### config.mk
export PLATFORM = sky130hd
export DESIGN_NAME = amo_arbiter
export DESIGN_NICKNAME = d
export VERILOG_FILES = /design/src/rtl/amo_arbiter_pkg.sv /design/src/rtl/rr_picker.sv /design/src/rtl/amo_arbiter.sv
export SDC_FILE = /design/constraint.sdc
export NUM_CORES = 1
export LEC_CHECK = 0
export ABC_AREA = 1
export CAP_MARGIN = 20
export CORE_AREA = 2 2 168 170
export CTS_CLUSTER_SIZE = 40
export DETAILED_ROUTE_END_ITERATION = 10
export DIE_AREA = 0 0 170 172
export GPL_TIMING_DRIVEN = 1
export PLACE_DENSITY_LB_ADDON = 0.1
export SYNTH_ARGS = -nofsm -noshare
export SYNTH_HDL_FRONTEND = slang
export SYNTH_SLANG_ARGS = --single-unit
### constraint.sdc
create_clock -name clk_i -period 3.8 [get_ports clk_i]
set_input_delay 0.76 -clock clk_i [delete_from_list [all_inputs] [get_ports clk_i]]
set_output_delay 0.76 -clock clk_i [all_outputs]
set_load 0.01 [all_outputs]
### src/rtl/amo_arbiter_pkg.sv
// Shared definitions for the AMO arbiter and the downstream atomic unit.
// Holds the arbiter FSM state encoding and the RISC-V AMO funct5 codes.
package amo_arbiter_pkg;

  typedef enum logic [1:0] {
    StIdle  = 2'd0,
    StIssue = 2'd1,
    StBusy  = 2'd2,
    StGap   = 2'd3
  } arb_state_e;

  // AMO operation codes (funct5)
  localparam logic [4:0] AmoAdd  = 5'b00000;
  localparam logic [4:0] AmoSwap = 5'b00001;
  localparam logic [4:0] AmoLr   = 5'b00010;
  localparam logic [4:0] AmoSc   = 5'b00011;
  localparam logic [4:0] AmoXor  = 5'b00100;
  localparam logic [4:0] AmoOr   = 5'b01000;
  localparam logic [4:0] AmoAnd  = 5'b01100;
  localparam logic [4:0] AmoMin  = 5'b10000;
  localparam logic [4:0] AmoMax  = 5'b10100;
  localparam logic [4:0] AmoMinu = 5'b11000;
  localparam logic [4:0] AmoMaxu = 5'b11100;

endpackage

### src/rtl/rr_picker.sv
// Round-robin picker: scans req_i starting at ptr_i, wrapping modulo CORE_NUMS,
// and returns the first requester found.
//   req_i   : request vector
//   ptr_i   : index where the search starts
//   gnt_o   : one-hot grant (all zero when nothing requested)
//   idx_o   : binary index of the granted requester
//   valid_o : at least one request present
module rr_picker #(
  parameter int unsigned CORE_NUMS      = 4,
  parameter int unsigned CORE_NUMS_BITS = 2
) (
  input  logic [CORE_NUMS-1:0]      req_i,
  input  logic [CORE_NUMS_BITS-1:0] ptr_i,
  output logic [CORE_NUMS-1:0]      gnt_o,
  output logic [CORE_NUMS_BITS-1:0] idx_o,
  output logic                      valid_o
);

  int unsigned              cand;
  logic [CORE_NUMS_BITS-1:0] cand_idx;

  always_comb begin
    valid_o  = 1'b0;
    idx_o    = '0;
    gnt_o    = '0;
    cand     = 0;
    cand_idx = '0;
    for (int unsigned k = 0; k < CORE_NUMS; k++) begin
      cand     = (32'(ptr_i) + k) % CORE_NUMS;
      cand_idx = cand[CORE_NUMS_BITS-1:0];
      if (!valid_o && req_i[cand_idx]) begin
        valid_o = 1'b1;
        idx_o   = cand_idx;
      end
    end
    if (valid_o) begin
      gnt_o[idx_o] = 1'b1;
    end
  end

endmodule

### src/rtl/amo_arbiter.sv
// Round-robin arbiter that serialises per-core atomic requests onto a single
// shared atomic unit. One request is in flight at a time; each transaction
// walks IDLE -> ISSUE -> BUSY -> GAP so downstream strobes are always separated
// by at least one idle cycle for the CDC synchronizer.
//   core_*_i      : per-core request fields (strobe is a one-cycle pulse)
//   core_done_o   : one-hot completion pulse to the granted core
//   core_data_o   : result data, broadcast, valid with a done pulse
//   S_*_o         : request to the atomic unit, muxed from the registered grant
//   S_done_i/S_data_i : completion from the atomic unit
//   busy_o        : FSM not idle; err_o : sticky protocol error
module amo_arbiter
  import amo_arbiter_pkg::*;
#(
  parameter int unsigned CORE_NUMS      = 4,
  parameter int unsigned CORE_NUMS_BITS = 2,
  parameter int unsigned XLEN           = 32
) (
  input  logic                        clk_i,
  input  logic                        rst_i,
  input  logic [CORE_NUMS-1:0]        core_strobe_i,
  input  logic [CORE_NUMS*XLEN-1:0]   core_addr_i,
  input  logic [CORE_NUMS*XLEN-1:0]   core_data_i,
  input  logic [CORE_NUMS-1:0]        core_rw_i,
  input  logic [CORE_NUMS-1:0]        core_is_amo_i,
  input  logic [CORE_NUMS*5-1:0]      core_amo_type_i,
  output logic [CORE_NUMS-1:0]        core_done_o,
  output logic [XLEN-1:0]             core_data_o,
  output logic                        S_strobe_o,
  output logic                        S_rw_o,
  output logic                        S_is_amo_o,
  output logic [CORE_NUMS_BITS-1:0]   S_core_id_o,
  output logic [XLEN-1:0]             S_addr_o,
  output logic [XLEN-1:0]             S_data_o,
  output logic [4:0]                  S_amo_type_o,
  input  logic                        S_done_i,
  input  logic [XLEN-1:0]             S_data_i,
  output logic                        busy_o,
  output logic                        err_o
);

  arb_state_e                state_q, state_d;
  logic [CORE_NUMS-1:0]      pending_q, pending_d;
  logic [CORE_NUMS_BITS-1:0] rr_ptr_q, rr_ptr_d;
  logic [CORE_NUMS_BITS-1:0] grant_q, grant_d;
  logic                      err_q, err_d;

  logic [CORE_NUMS-1:0]      grant_oh;
  logic [CORE_NUMS-1:0]      active_oh;
  logic [CORE_NUMS-1:0]      strobe_ok;
  logic [CORE_NUMS-1:0]      req_vec;
  logic [CORE_NUMS-1:0]      pick_oh;
  logic [CORE_NUMS_BITS-1:0] pick_idx;
  logic                      pick_valid;

  always_comb begin
    grant_oh          = '0;
    grant_oh[grant_q] = 1'b1;
  end

  // The granted core is "in flight" until its done cycle; in the done cycle
  // a fresh strobe from it is a legal new request.
  assign active_oh = ((state_q == StIssue) || ((state_q == StBusy) && !S_done_i)) ?
                     grant_oh : '0;
  assign strobe_ok = core_strobe_i & ~pending_q & ~active_oh;
  // Same-cycle strobes join the search directly so they cost no extra latency.
  assign req_vec   = pending_q | strobe_ok;

  rr_picker #(
    .CORE_NUMS      (CORE_NUMS),
    .CORE_NUMS_BITS (CORE_NUMS_BITS)
  ) u_rr_picker (
    .req_i   (req_vec),
    .ptr_i   (rr_ptr_q),
    .gnt_o   (pick_oh),
    .idx_o   (pick_idx),
    .valid_o (pick_valid)
  );

  always_comb begin
    state_d   = state_q;
    pending_d = pending_q | strobe_ok;
    rr_ptr_d  = rr_ptr_q;
    grant_d   = grant_q;
    err_d     = err_q | (|(core_strobe_i & ~strobe_ok)) | (S_done_i && (state_q != StBusy));

    unique case (state_q)
      StIdle: begin
        if (pick_valid) begin
          grant_d   = pick_idx;
          rr_ptr_d  = (pick_idx == CORE_NUMS_BITS'(CORE_NUMS - 1)) ? '0 : pick_idx + 1'b1;
          pending_d = req_vec & ~pick_oh;
          state_d   = StIssue;
        end
      end
      StIssue: state_d = StBusy;
      StBusy:  if (S_done_i) state_d = StGap;
      StGap:   state_d = StIdle;
      default: state_d = StIdle;
    endcase
  end

  always_ff @(posedge clk_i or negedge rst_i) begin
    if (!rst_i) begin
      state_q   <= StIdle;
      pending_q <= '0;
      rr_ptr_q  <= '0;
      grant_q   <= '0;
      err_q     <= 1'b0;
    end else begin
      state_q   <= state_d;
      pending_q <= pending_d;
      rr_ptr_q  <= rr_ptr_d;
      grant_q   <= grant_d;
      err_q     <= err_d;
    end
  end

  assign S_strobe_o   = (state_q == StIssue);
  assign busy_o       = (state_q != StIdle);
  assign err_o        = err_q;
  assign core_done_o  = ((state_q == StBusy) && S_done_i) ? grant_oh : '0;
  assign core_data_o  = S_data_i;

  assign S_core_id_o  = grant_q;
  assign S_addr_o     = core_addr_i[grant_q*XLEN +: XLEN];
  assign S_data_o     = core_data_i[grant_q*XLEN +: XLEN];
  assign S_rw_o       = core_rw_i[grant_q];
  assign S_is_amo_o   = core_is_amo_i[grant_q];
  assign S_amo_type_o = core_amo_type_i[grant_q*5 +: 5];

endmodule
==> qor.yml <==
cts:
  ctsHoldBuffers: 0
  post_cts_resize_count: 0
  cts.sinks: 11
  path_clk_slew_ns: 0.04
  postCtsSetupRepairBufs: 0
  cts_tree: "yes"
  root_buffer: "clkbuf_16"
  cts_buffers: 3
  clk_latency_ns: 0.24
  cts_htree_levels: 1
  clk_path_buf_depth: 2
yosys:
  synth-seq-cells: 11
  synth-edff-count: 0
  synth_largest_area_cell: "a22oi_1"
  synth-seq-area-share_pct: 9.914
  synthArstFlopShare_pct: 100.0
  synth_ff_type: "dfrtp_1"
  yosys_warnings: 0
  syn_nets: 788
  yosysUniqueCellTypes: 29
  netlist_top_cells_count: "153 x nand2_1, 113 x a22oi_1, 42 x nand3_1"
  syn_area_mm2: 0.002776
  netlist.area_leader.share_pct: 30.55
  postSynthCellCount: 458
  synthMostInstantiatedCell: "nand2_1"
  synthTopCellsByArea: "a22oi_1 31%, nand2_1 21%, dfrtp_1 9.9%"
  avgSynthCellArea_um2: 6.062
global_routing:
  grt_pass1_wl_um: 27750
  antenna_found_initial: 2
  grt_pass1_vias: 4416
  grt_max_degree: 73
  overflow: 0
  grtUsageTotal_pct: 12.52
min_path:
  hold_path_class: "reg -> reg"
  worstHoldEndpoint: "state_q[0]$_DFFE_PN0P_"
  whs_path_depth: 2
  hp-start: "state_q[0]$_DFFE_PN0P_"
sta:
  worst_pin_slew_ns: 0.5311
  rsz0062_at_grt: "no"
  fin_setup_tns_ns: 0
  final.min_clock_period_ns: 3.192
  timing.final.crit_share_pct: 84.00
  hold_viol_final: 0
  setup_violations: 0
  finalMaxSlewViolations: 0
  maxSlewHeadroom_pct: 64.48
  fin_ws_ns: 0.6081
  fmax_ghz: 0.3133
  clock_skew_ns: 0.004410
drt:
  drc: 0
  routed_wl_um: 20520
  vias_per_cell: 3.898
  postRouteAntennaNets: 0
  via_count: 4377
  dr.first_iter.drc_count: 165
  drtPass1Iterations: 4
  wl_per_cell_um: 18.28
worst_setup_path:
  ff2ff_path_depth: 17
  cp-end-kind: "primary output"
  r2r_setup_slack_ns: 0.90
  cp-startpoint: "S_core_id_o[0]$_DFFE_PN0P_"
  cp_max_fo: 72
  startpoint_type: "register"
  crit_slowest_cell: "dfrtp_1"
  critPathMaxStageDelay_ns: 0.63
  criticalPathCategory: "reg -> out"
  crit_chain: "inv_2, nor2_8, buf_12, a22oi_1, nand2_1, clkdlybuf4s50_1"
  reg2reg_to: "rr_ptr_q[1]$_DFFE_PN0P_"
  rr_startpoint: "S_core_id_o[0]$_DFFE_PN0P_"
  critPathArrivalTime_ns: 2.43
  cp_data_required_time_ns: 3.04
cells_and_area:
  design_area_mm2: 0.006719
  area.growth.synth_to_final_pct: 142.0
  drive_above_1_share_pct: 5.032
  postLayoutCoreUtil_pct: 24.45
  nets: 1106
placed_design:
  io_buffer_count: 370
  place_ws_ns: 0.6435
  dp_hpwl_um: 16750
  globalplace.congestion: 0.7316
  dpl_cell_area_mm2: 0.006635
floorplanning:
  rows: 61
  placeableCoreArea_mm2: 0.02748
  num_io_pins: 435
  die_x_um: 170
  fp.dieH_um: 172
  fp.dieArea_mm2: 0.02924
  initial_utilization_pct: 10.10
power:
  vdd_drop_max_mv: 0.2444
  p_leak_uw: 0.002663
  power_density_mw_per_mm2: 620.5
status:
  status: "complete, no violations"
job:
  timing.max_cap.violations: 0
==> critical path: cells and delay by family (launching register included) <==
family                 cells  cell delay, ns
AOI/OAI and AO/OA          1            0.15
and+or+nand+nor            2            0.24
DFF                        1            0.63
buffers and inverters      3            1.03
==> placed cells by master (no fill, tap or decap) <==
cell type	count
clkbuf_16	3
a22oi_1	113
o21ai_2	1
buf_12	4
nor2_1	5
dfrtp_1	11
nand2_1	153
clkdlybuf4s50_1	370
clkbuf_1	1
nor2_4	2
a221oi_1	1
diode_2	2
inv_2	4
nand3_2	4
nor2_8	2
nand3_1	42
inv_1	22
ha_1	7
nor3_1	3
buf_4	2
nand4_1	2
o21ai_0	1
nor2_2	3
clkinv_1	1
nand2_4	1
xnor2_1	1
o22ai_1	1
o21ai_1	2
nand2_2	12
clkinv_2	1
==> worst max path at each step <==
| stage | cells past startpoint | slack, ns | endpoint |
|---|---|---|---|
| global route | 6 | 0.45 | S_data_o[6] |
| finish | 6 | 0.61 | S_rw_o |
| detailed placement | 18 | 0.64 | rr_ptr_q[1]$_DFFE_PN0P_ |
| CTS | 6 | 0.56 | S_data_o[6] |
| floorplan | 17 | 1.45 | rr_ptr_q[1]$_DFFE_PN0P_ |
| global placement | 18 | 0.66 | rr_ptr_q[1]$_DFFE_PN0P_ |
==> registers in the layout, indices dropped and copies added, names as in the netlist <==
| signal | count |
|---|---|
| S_core_id_o | 2 |
| err_o | 1 |
| pending_q | 4 |
| rr_ptr_q | 2 |
| state_q | 2 |
==> cell type report <==
| cell class | instances | area, um^2 |
|---|---|---|
| Antenna cell | 2 | 5.005 |
| Inverter | 28 | 106.4 |
| Multi-Input combinational cell | 356 | 2022 |
| Clock buffer | 4 | 78.83 |
| Fill cell | 3080 | 20760 |
| Timing Repair Buffer | 376 | 3799 |
| Sequential cell | 11 | 275.3 |
| Tap cell | 346 | 432.9 |
==> metrics by stage <==
step	cells	power [uW]	hold WS [ns]
after detailed placement	1117	4043	0.4981
after floorplan	458	2109	0.4644
final	1123	4169	0.5060
after global placement	1117	4082	0.5023
after global routing	1123	4569	0.5553
after CTS	1121	4259	0.5087
==> power breakdown <==
part / total, uW / internal [uW] / switching (uW) / leakage, uW
clock network: 195 / 141 / 54.3 / 0.0000382
registers: 258 / 172 / 85.6 / 0.000125
logic: 3720 / 1800 / 1920 / 0.00250
==> metal layers <==
metal  vias to the layer above  global-route usage (%)  wire [um]
met1                      1911                   14.21       7819
li1                       2213                       -          -
met4                         0                   3.010        433
met3                        20                   3.639       1906
met5                         -                       0          0
met2                       233                   23.07      10370
==> logic make-up (layout without fill, tap and decap cells) <==
family,Yosys count,in the layout,synth area share (%)
flops,11,11,9.914
other cells,0,2,0
buf+inv,91,408,17.26
compound gates,119,119,31.95
fa+ha+maj,7,7,3.154
xor+xnor,1,1,0.3155
simple gates,229,229,37.40
No activity file was read; power rests on OpenSTA's default activity.
